--- config.mk ---
export PLATFORM = sky130hd
export DESIGN_NAME = regfile_mp_flat
export DESIGN_NICKNAME = d
export VERILOG_FILES = /design/src/rtl/regfile_mp_if.sv /design/src/rtl/regfile_mp.sv /design/src/flat_wrapper.sv
export SDC_FILE = /design/constraint.sdc
export NUM_CORES = 1
export LEC_CHECK = 0
export BUFFER_PORTS_ARGS = -buffer_cell sky130_fd_sc_hd__buf_2
export CAP_MARGIN = 20
export CORE_MARGIN = 2
export CORE_UTILIZATION = 60
export DETAILED_ROUTE_END_ITERATION = 10
export GPL_ROUTABILITY_DRIVEN = 0
export HOLD_SLACK_MARGIN = 0.03
export PLACE_DENSITY = 0.78
export SYNTH_ARGS = -nofsm -noshare
export SYNTH_HDL_FRONTEND = slang
export SYNTH_SLANG_ARGS = --single-unit
--- constraint.sdc ---
create_clock -name clk -period 2.86 [get_ports clk]
set_input_delay 0.286 -clock clk [delete_from_list [all_inputs] [get_ports clk]]
set_output_delay 0.286 -clock clk [all_outputs]
set_load 0.005 [all_outputs]
--- src/rtl/regfile_mp_if.sv ---
// Bus bundle for the multi-port register file: one write port, two read ports,
// plus the busy flag raised during the post-reset clear sweep.
interface regfile_mp_if #(
  parameter int ADDR_WIDTH = 4,
  parameter int DATA_WIDTH = 16
);
  logic                  we;
  logic [ADDR_WIDTH-1:0] wadr;
  logic [DATA_WIDTH-1:0] din;
  logic                  re;
  logic [ADDR_WIDTH-1:0] radr_a;
  logic [ADDR_WIDTH-1:0] radr_b;
  logic [DATA_WIDTH-1:0] dout_a;
  logic [DATA_WIDTH-1:0] dout_b;
  logic                  busy;

  modport master (
    output we, wadr, din, re, radr_a, radr_b,
    input  dout_a, dout_b, busy
  );

  modport slave (
    input  we, wadr, din, re, radr_a, radr_b,
    output dout_a, dout_b, busy
  );
endinterface

--- src/rtl/regfile_mp.sv ---
// Register file with one write port, two registered read ports with write-through
// bypass, optional hard-zero register 0, and a clear sweep after every reset.
module regfile_mp #(
  parameter int ADDR_WIDTH = 4,
  parameter int DATA_WIDTH = 16,
  parameter int ZERO_REG   = 0
) (
  input  logic         clk,
  input  logic         reset,
  regfile_mp_if.slave  bus
);
  localparam int DEPTH = 1 << ADDR_WIDTH;
  localparam logic [ADDR_WIDTH-1:0] LAST_ADR = ADDR_WIDTH'(DEPTH - 1);

  typedef enum logic {CLEAR, RUN} state_t;

  state_t                state;
  state_t                state_nxt;
  logic [ADDR_WIDTH-1:0] clr_cnt;
  logic [DATA_WIDTH-1:0] regs [DEPTH];
  logic [DATA_WIDTH-1:0] dout_a_p1;
  logic [DATA_WIDTH-1:0] dout_b_p1;
  logic                  wr_en;
  logic                  rd_en;

  // Read value for one port: hard zero first, then same-cycle write bypass.
  function automatic logic [DATA_WIDTH-1:0] rd_sel(input logic [ADDR_WIDTH-1:0] adr);
    if ((ZERO_REG != 0) && (adr == '0))
      return '0;
    else if (wr_en && (bus.wadr == adr))
      return bus.din;
    else
      return regs[adr];
  endfunction

  always_comb begin
    state_nxt = state;
    if ((state == CLEAR) && (clr_cnt == LAST_ADR))
      state_nxt = RUN;
  end

  assign wr_en = (state == RUN) && bus.we && !((ZERO_REG != 0) && (bus.wadr == '0));
  assign rd_en = (state == RUN) && bus.re;

  always_ff @(posedge clk) begin
    if (reset) begin
      state   <= CLEAR;
      clr_cnt <= '0;
    end else begin
      state <= state_nxt;
      if (state == CLEAR)
        clr_cnt <= clr_cnt + 1'b1;
    end
  end

  // Storage: sweep writes zeros; reset cycles drop any pending write.
  always_ff @(posedge clk) begin
    if (!reset) begin
      if (state == CLEAR)
        regs[clr_cnt] <= '0;
      else if (wr_en)
        regs[bus.wadr] <= bus.din;
    end
  end

  // Stage p1: registered read ports, held while re is low or during the sweep.
  always_ff @(posedge clk) begin
    if (reset) begin
      dout_a_p1 <= '0;
      dout_b_p1 <= '0;
    end else if (rd_en) begin
      dout_a_p1 <= rd_sel(bus.radr_a);
      dout_b_p1 <= rd_sel(bus.radr_b);
    end
  end

  assign bus.dout_a = dout_a_p1;
  assign bus.dout_b = dout_b_p1;
  assign bus.busy   = (state == CLEAR);
endmodule
--- src/flat_wrapper.sv ---
// flat-port wrapper written by rule: the top's interface ports become plain ports
module regfile_mp_flat 
#(
  parameter int ADDR_WIDTH = 4,
  parameter int DATA_WIDTH = 16,
  parameter int ZERO_REG   = 0
)
  (clk, reset, bus_we, bus_wadr, bus_din, bus_re, bus_radr_a, bus_radr_b, bus_dout_a, bus_dout_b, bus_busy);
  regfile_mp_if #(.ADDR_WIDTH(ADDR_WIDTH), .DATA_WIDTH(DATA_WIDTH)) bus_i ();
  input  logic clk;
  input  logic reset;
  input wire logic [$bits(bus_i.we)-1:0] bus_we;
  input wire logic [$bits(bus_i.wadr)-1:0] bus_wadr;
  input wire logic [$bits(bus_i.din)-1:0] bus_din;
  input wire logic [$bits(bus_i.re)-1:0] bus_re;
  input wire logic [$bits(bus_i.radr_a)-1:0] bus_radr_a;
  input wire logic [$bits(bus_i.radr_b)-1:0] bus_radr_b;
  output wire logic [$bits(bus_i.dout_a)-1:0] bus_dout_a;
  output wire logic [$bits(bus_i.dout_b)-1:0] bus_dout_b;
  output wire logic [$bits(bus_i.busy)-1:0] bus_busy;
  assign bus_i.we = bus_we;
  assign bus_i.wadr = bus_wadr;
  assign bus_i.din = bus_din;
  assign bus_i.re = bus_re;
  assign bus_i.radr_a = bus_radr_a;
  assign bus_i.radr_b = bus_radr_b;
  assign bus_dout_a = bus_i.dout_a;
  assign bus_dout_b = bus_i.dout_b;
  assign bus_busy = bus_i.busy;
  regfile_mp #(.ADDR_WIDTH(ADDR_WIDTH), .DATA_WIDTH(DATA_WIDTH), .ZERO_REG(ZERO_REG)) u_core (.clk(clk), .reset(reset), .bus(bus_i));
endmodule
---- After elaboration in Yosys (flattened, before gate mapping) ----
Memories as Yosys holds them, arrays and structs flattened. A register that Yosys moved wholly into a read port is not among the register bits.
Cells that the tools add are included.
cells by class
  multipliers ............................. 0
  reduce and logical (&&, ||, !) cells .... 4
  muxes and demuxes ....................... 10
  shift operators ......................... 0
  $lt $le $gt $ge ......................... 0
  divide/modulo/power cells ............... 0
  add/subtract/negate cells ............... 1
  equality and inequality tests ........... 1
  bitwise logic cells ..................... 1
operator list
  operator                                      count
  2-to-1 mux 16 bit                             1
  OR reduction 16 bit                           1
  2-to-1 mux 1 bit                              8
  adder 4 x 1 -> 4 bit (second input constant)  1
  equality test 4 bit (second input constant)   1
  2-to-1 mux 4 bit                              1
  logical AND 1 bit                             3
  NOT 1 bit                                     1
storage, ports and cells
  output and inout bits ................... 33
  latch bits .............................. 0
  logic and storage cells ................. 20
  memory bits (writable) .................. 256
  memories ................................ 1
  register bits after elaboration ......... 5
  bits in read-only memories .............. 0
  input port bits ......................... 32
memory list
  name         words  bits a word  rd ports  clocked after memory_dff  wr ports  RTL line          text
  u_core.regs  16     16           2         2                         1         regfile_mp.sv:20  logic [DATA_WIDTH-1:0] regs [DEPTH];

---- Longest topological paths before layout ----
  depth after elaboration ................. 7
  depth in mapped cells ................... 9
  gate-level depth less buffers ........... 6

---- Worst setup path after synthesis ----
Ideal clock, no wire load.
  path kind ............................... register to register
  start ................................... reg u_core.state
  end ..................................... mem u_core.regs[3][0], enable pin
  setup time .............................. 0.388 ns
  required time ........................... 2.472 ns
  arrival ................................. 1.971 ns
  stages on the path, launching flop included .. 7
  setup slack ............................. 0.501 ns
  buffers on the path ..................... 2
  clock period less this slack ............ 2.359 ns
  cells stage by stage .................... dfxtp_1 and3b_1 buf_2 buf_1 nand3_1 o21a_1 nor2_1
on the way
  longest elaborated chain between the ends .. 7
  elaborated cells between the ends (all ways) .. 11
  those cells by class .................... mux: 9; reduce/logical: 2
ends and longest elaborated chain
  item                                                            RTL line          text
  from (decl)                                                     regfile_mp.sv:17  state_t state;
  from (signal assigned)                                          regfile_mp.sv:50  state <= state_nxt;
  logical AND 1 bit                                               regfile_mp.sv:42  assign wr_en = (state == RUN) && bus.we && !((ZERO_REG != 0) && (bus.wadr == '0));
  2-to-1 mux 1 bit                                                regfile_mp.sv:61  else if (wr_en)
  2-to-1 mux 1 bit                                                regfile_mp.sv:59  if (state == CLEAR)
  2-to-1 mux 1 bit                                                regfile_mp.sv:58  if (!reset) begin
  2-to-1 mux 1 bit (not written as such)                          regfile_mp.sv:62  regs[bus.wadr] <= bus.din;
  OR reduction 16 bit (no line)                                   n/a
  2-to-1 mux 4 bit (no line) or 2-to-1 mux 1 bit (tied branches)  n/a
  to (decl)                                                       regfile_mp.sv:20
Several ways; a longest one is shown, not always the timed one.

---- Worst setup path in the final report ----
  start ................................... reg u_core.state
  end ..................................... reg u_core.dout_b_p1[5] (netlist: u_core.bus.dout_b[5]) (read register of u_core.regs)
on the way
  longest elaborated chain between the ends .. 1
ends and longest elaborated chain
  item               RTL line          text
  logical AND 1 bit  regfile_mp.sv:43  assign rd_en = (state == RUN) && bus.re;
  to (decl)          regfile_mp.sv:22  logic [DATA_WIDTH-1:0] dout_b_p1;
Every way passes these cells.
A chain may end at the register's enable or synchronous reset.

==> summary.txt <==
Clock network
  • Cts bufs inserted: 30
  • Max Buffers Root-to-Sink: 3
  • CTS tree: yes
  • Clk sink count: roughly 290
  • Worst skew pair latency: ~550 ps
  • # H-tree levels: 1
  • CTS clock-pin slew for the worst setup and hold paths: around 60 ps
  • Cts hold-fix bufs: 0
  • Post-CTS sizing: 0
  • Root Driver: clkbuf_16
  • # Post-CTS Setup Buffers: 0

Synthesis
  • Most common cell in the netlist: edfxtp_1
  • Register bit total from synthesis: 293
  • Netlist cell types: 39
  • Net count after synthesis: around 740
  • Top cell type's share of synthesized area: 57.0%
  • Cells after Synth: about 700
  • Avg Synthesized Cell Area: roughly 19 um^2
  • Yosys warnings: 0
  • Top post-synthesis cells by count: edfxtp_1 (256), mux4_2 (160), nand2_1 (40), inv_1 (38), dfxtp_1 (37)
  • Post-synth ARST share: 0%
  • Mapped Area: about 13000 um^2
  • Synth Flop Type: edfxtp_1
  • Sequential share of the synthesized area: between 60% and 70%
  • Area leader, netlist: edfxtp_1
  • Top cells by area, synth: edfxtp_1 (57%), mux4_2 (27%), dfxtp_1 (5.5%)
  • Number of synthesized flops with an enable pin: around 260

Setup path
  • CP Max Fanout: 16
  • Crit end category: flop
  • Kind of critical path: flop to flop
  • Flop2flop setup slack: between 300 and 400 ps
  • WP depth: 6
  • Worst Path Buf+Inv: 0
  • Crit path max-delay cell type: or3_1
  • CP Launch Type: flop
  • Family with the most delay on the worst path: simple AND/OR/NAND/NOR gates
  • Required @ worst endpoint: 3310 ps
  • CP arrival: 2940 ps
  • Crit path cell chain: and3b_1 -> mux2i_1 -> o21a_1 -> o21ai_0 -> or3_1 -> o221ai_1
  • CP peak stage delay: approximately 640 ps
  • R2R depth: 6

Timing
  • Final Hold Viols: 0
  • Max-slew violation count: 0
  • Fmax: about 400 MHz
  • Setup WS post-layout: 368 ps
  • Setup Total Neg Slack: 0 ps
  • Tcrit/Tclk final: 87.1%
  • Slew margin rel.: between 40 and 50%
  • Worst Skew: about 9.6 ps
  • Final setup viols: 0
  • Unrepaired setup endpoints after global routing: no
  • Tightest Pin Transition: between 700 and 800 ps
  • Final worst path period need: roughly 2500 ps

Pwr
  • P per Cell Area: roughly 600 nW/um^2
  • Peak supply drop: 0.599 mV
  • Leakage: approximately 5.6 nW

Finish
  • Nets@finish: roughly 840
  • Final Core Density: 70.7%
  • Area growth syn-to-layout: 15.1%
  • Number of fill cells: approximately 1300
  • Antenna diode count: 0
  • Share of cells above drive strength 1: a little over two fifths

Floorplan
  • FP Rows: 54
  • Die height: approximately 150 um
  • Die area: about 24000 um^2
  • I/O pin cnt: 65
  • Core area: ~22000 um^2
  • Die X: 154 um
  • Starting Density: between 60% and 70%

Placed design
  • IO buf count: 64
  • Pre-CTS setup slack: about 350 ps
  • HPWL Detailed: between 20000 and 25000 um

Hold path
  • Hold path depth: 3
  • Hold Crit Class: input pin to flop

Route
  • Wire length per cell: ~31 um
  • Iter 0 DRT Violations: 882
  • Vias: slightly below 8000
  • Post-route ant nets: 0
  • DRT Wirelength: roughly 34000 um
  • Initial DRT Pass Iterations: 5
  • Via density: approximately 7.1
  • # DRC: 0

Global route
  • Tot GR Track Use: between 20 and 30%
  • Initial antenna violation count: 0
  • Number of global-route vias before repair: roughly 8300
  • GRT overflow: 0
  • First-pass GRT wire length: 51600 um
  • Largest net degree at the start of global routing: between 40 and 50

Run status
  • Outcome: complete, no violations

Flow run
  • Max-Cap Viols: 0
final timing paths:
check / from / to
hold / removal: bus_din[14] / u_core.bus.dout_b[14]
setup reg to reg: u_core.state / u_core.bus.dout_b[5]
hold reg to reg: u_core.bus.dout_b[9] / u_core.bus.dout_b[9]
setup / recovery: u_core.state / u_core.bus.dout_b[5]
tightest hold or removal path: stages:
cell and delay, ps:
buf_2 100, nand2_1 70, o221ai_1 130
layer usage:
metal	GRT usage [%]	share of wire, %	up-vias
met4	10.6	3.6	0
met1	38.8	35	4086
met5	0	0	-
met2	51.2	52	472
li1	-	-	3163
met3	4.90	8.8	96
layout make-up:
class	instances	area [um^2]	share of cell area, %
sequential	293	8430	54.3
timing repair buffer	112	823	5.31
multi-input combinational	328	4730	30.5
tap	280	350	2.26
clock inverter	14	156	1.01
inverter	39	146	0.943
clock buffer	42	887	5.72
power breakdown:
part           internal (mW)  switching [mW]
clock network           2.43            1.61
registers               4.63          0.0287
logic                  0.302           0.304
cell usage in the layout, fill, tap and decap left out, types with 3 or more instances in the layout:
cell          n
nand3_1       4
dfxtp_1      37
edfxtp_1    256
a31oi_1       5
a221o_1      16
nand2_1      40
clkbuf_16    31
xor2_1        5
nor2_1        7
clkinvlp_4    4
clkbuf_1      4
nand2b_1      5
bufinv_16     3
or3_1         3
o221ai_1     16
xnor2_1       5
buf_4        39
mux4_2      160
buf_12       11
clkinv_2      4
nor2_2       16
clkbuf_8      7
nor2b_1      18
buf_2        62
a21oi_1       5
inv_1        38
stage by stage:
step,total power [mW],hold WS (ps),cell area (um^2),instances
after floorplan,5.16,457,13500,710
after global placement,5.34,443,14500,1052
after detailed placement,5.35,453,14500,1052
after CTS,9.35,47.7,15500,1108
after global routing,9.54,68.3,15500,1108
final,9.31,72.4,15500,1108
state kept, by name, indices dropped and copies added (netlist names):
name and cells:
u_core.regs 256, u_core.bus.dout_a 16, u_core.bus.dout_b 16, u_core.clr_cnt 4, u_core.state 1
cell families after synthesis:
kind of cell	Yosys count	share of synthesized area, %
muxes	162	26.9
and+or+nand+nor	100	3.59
xor gates and xnor gates	10	0.650
AOI/OAI and AO/OA	55	3.46
DFF	293	62.5
adders and majority gates	1	0.0928
buffers and inverters	89	2.83
Note: power is estimated with default switching activity, not from simulation.
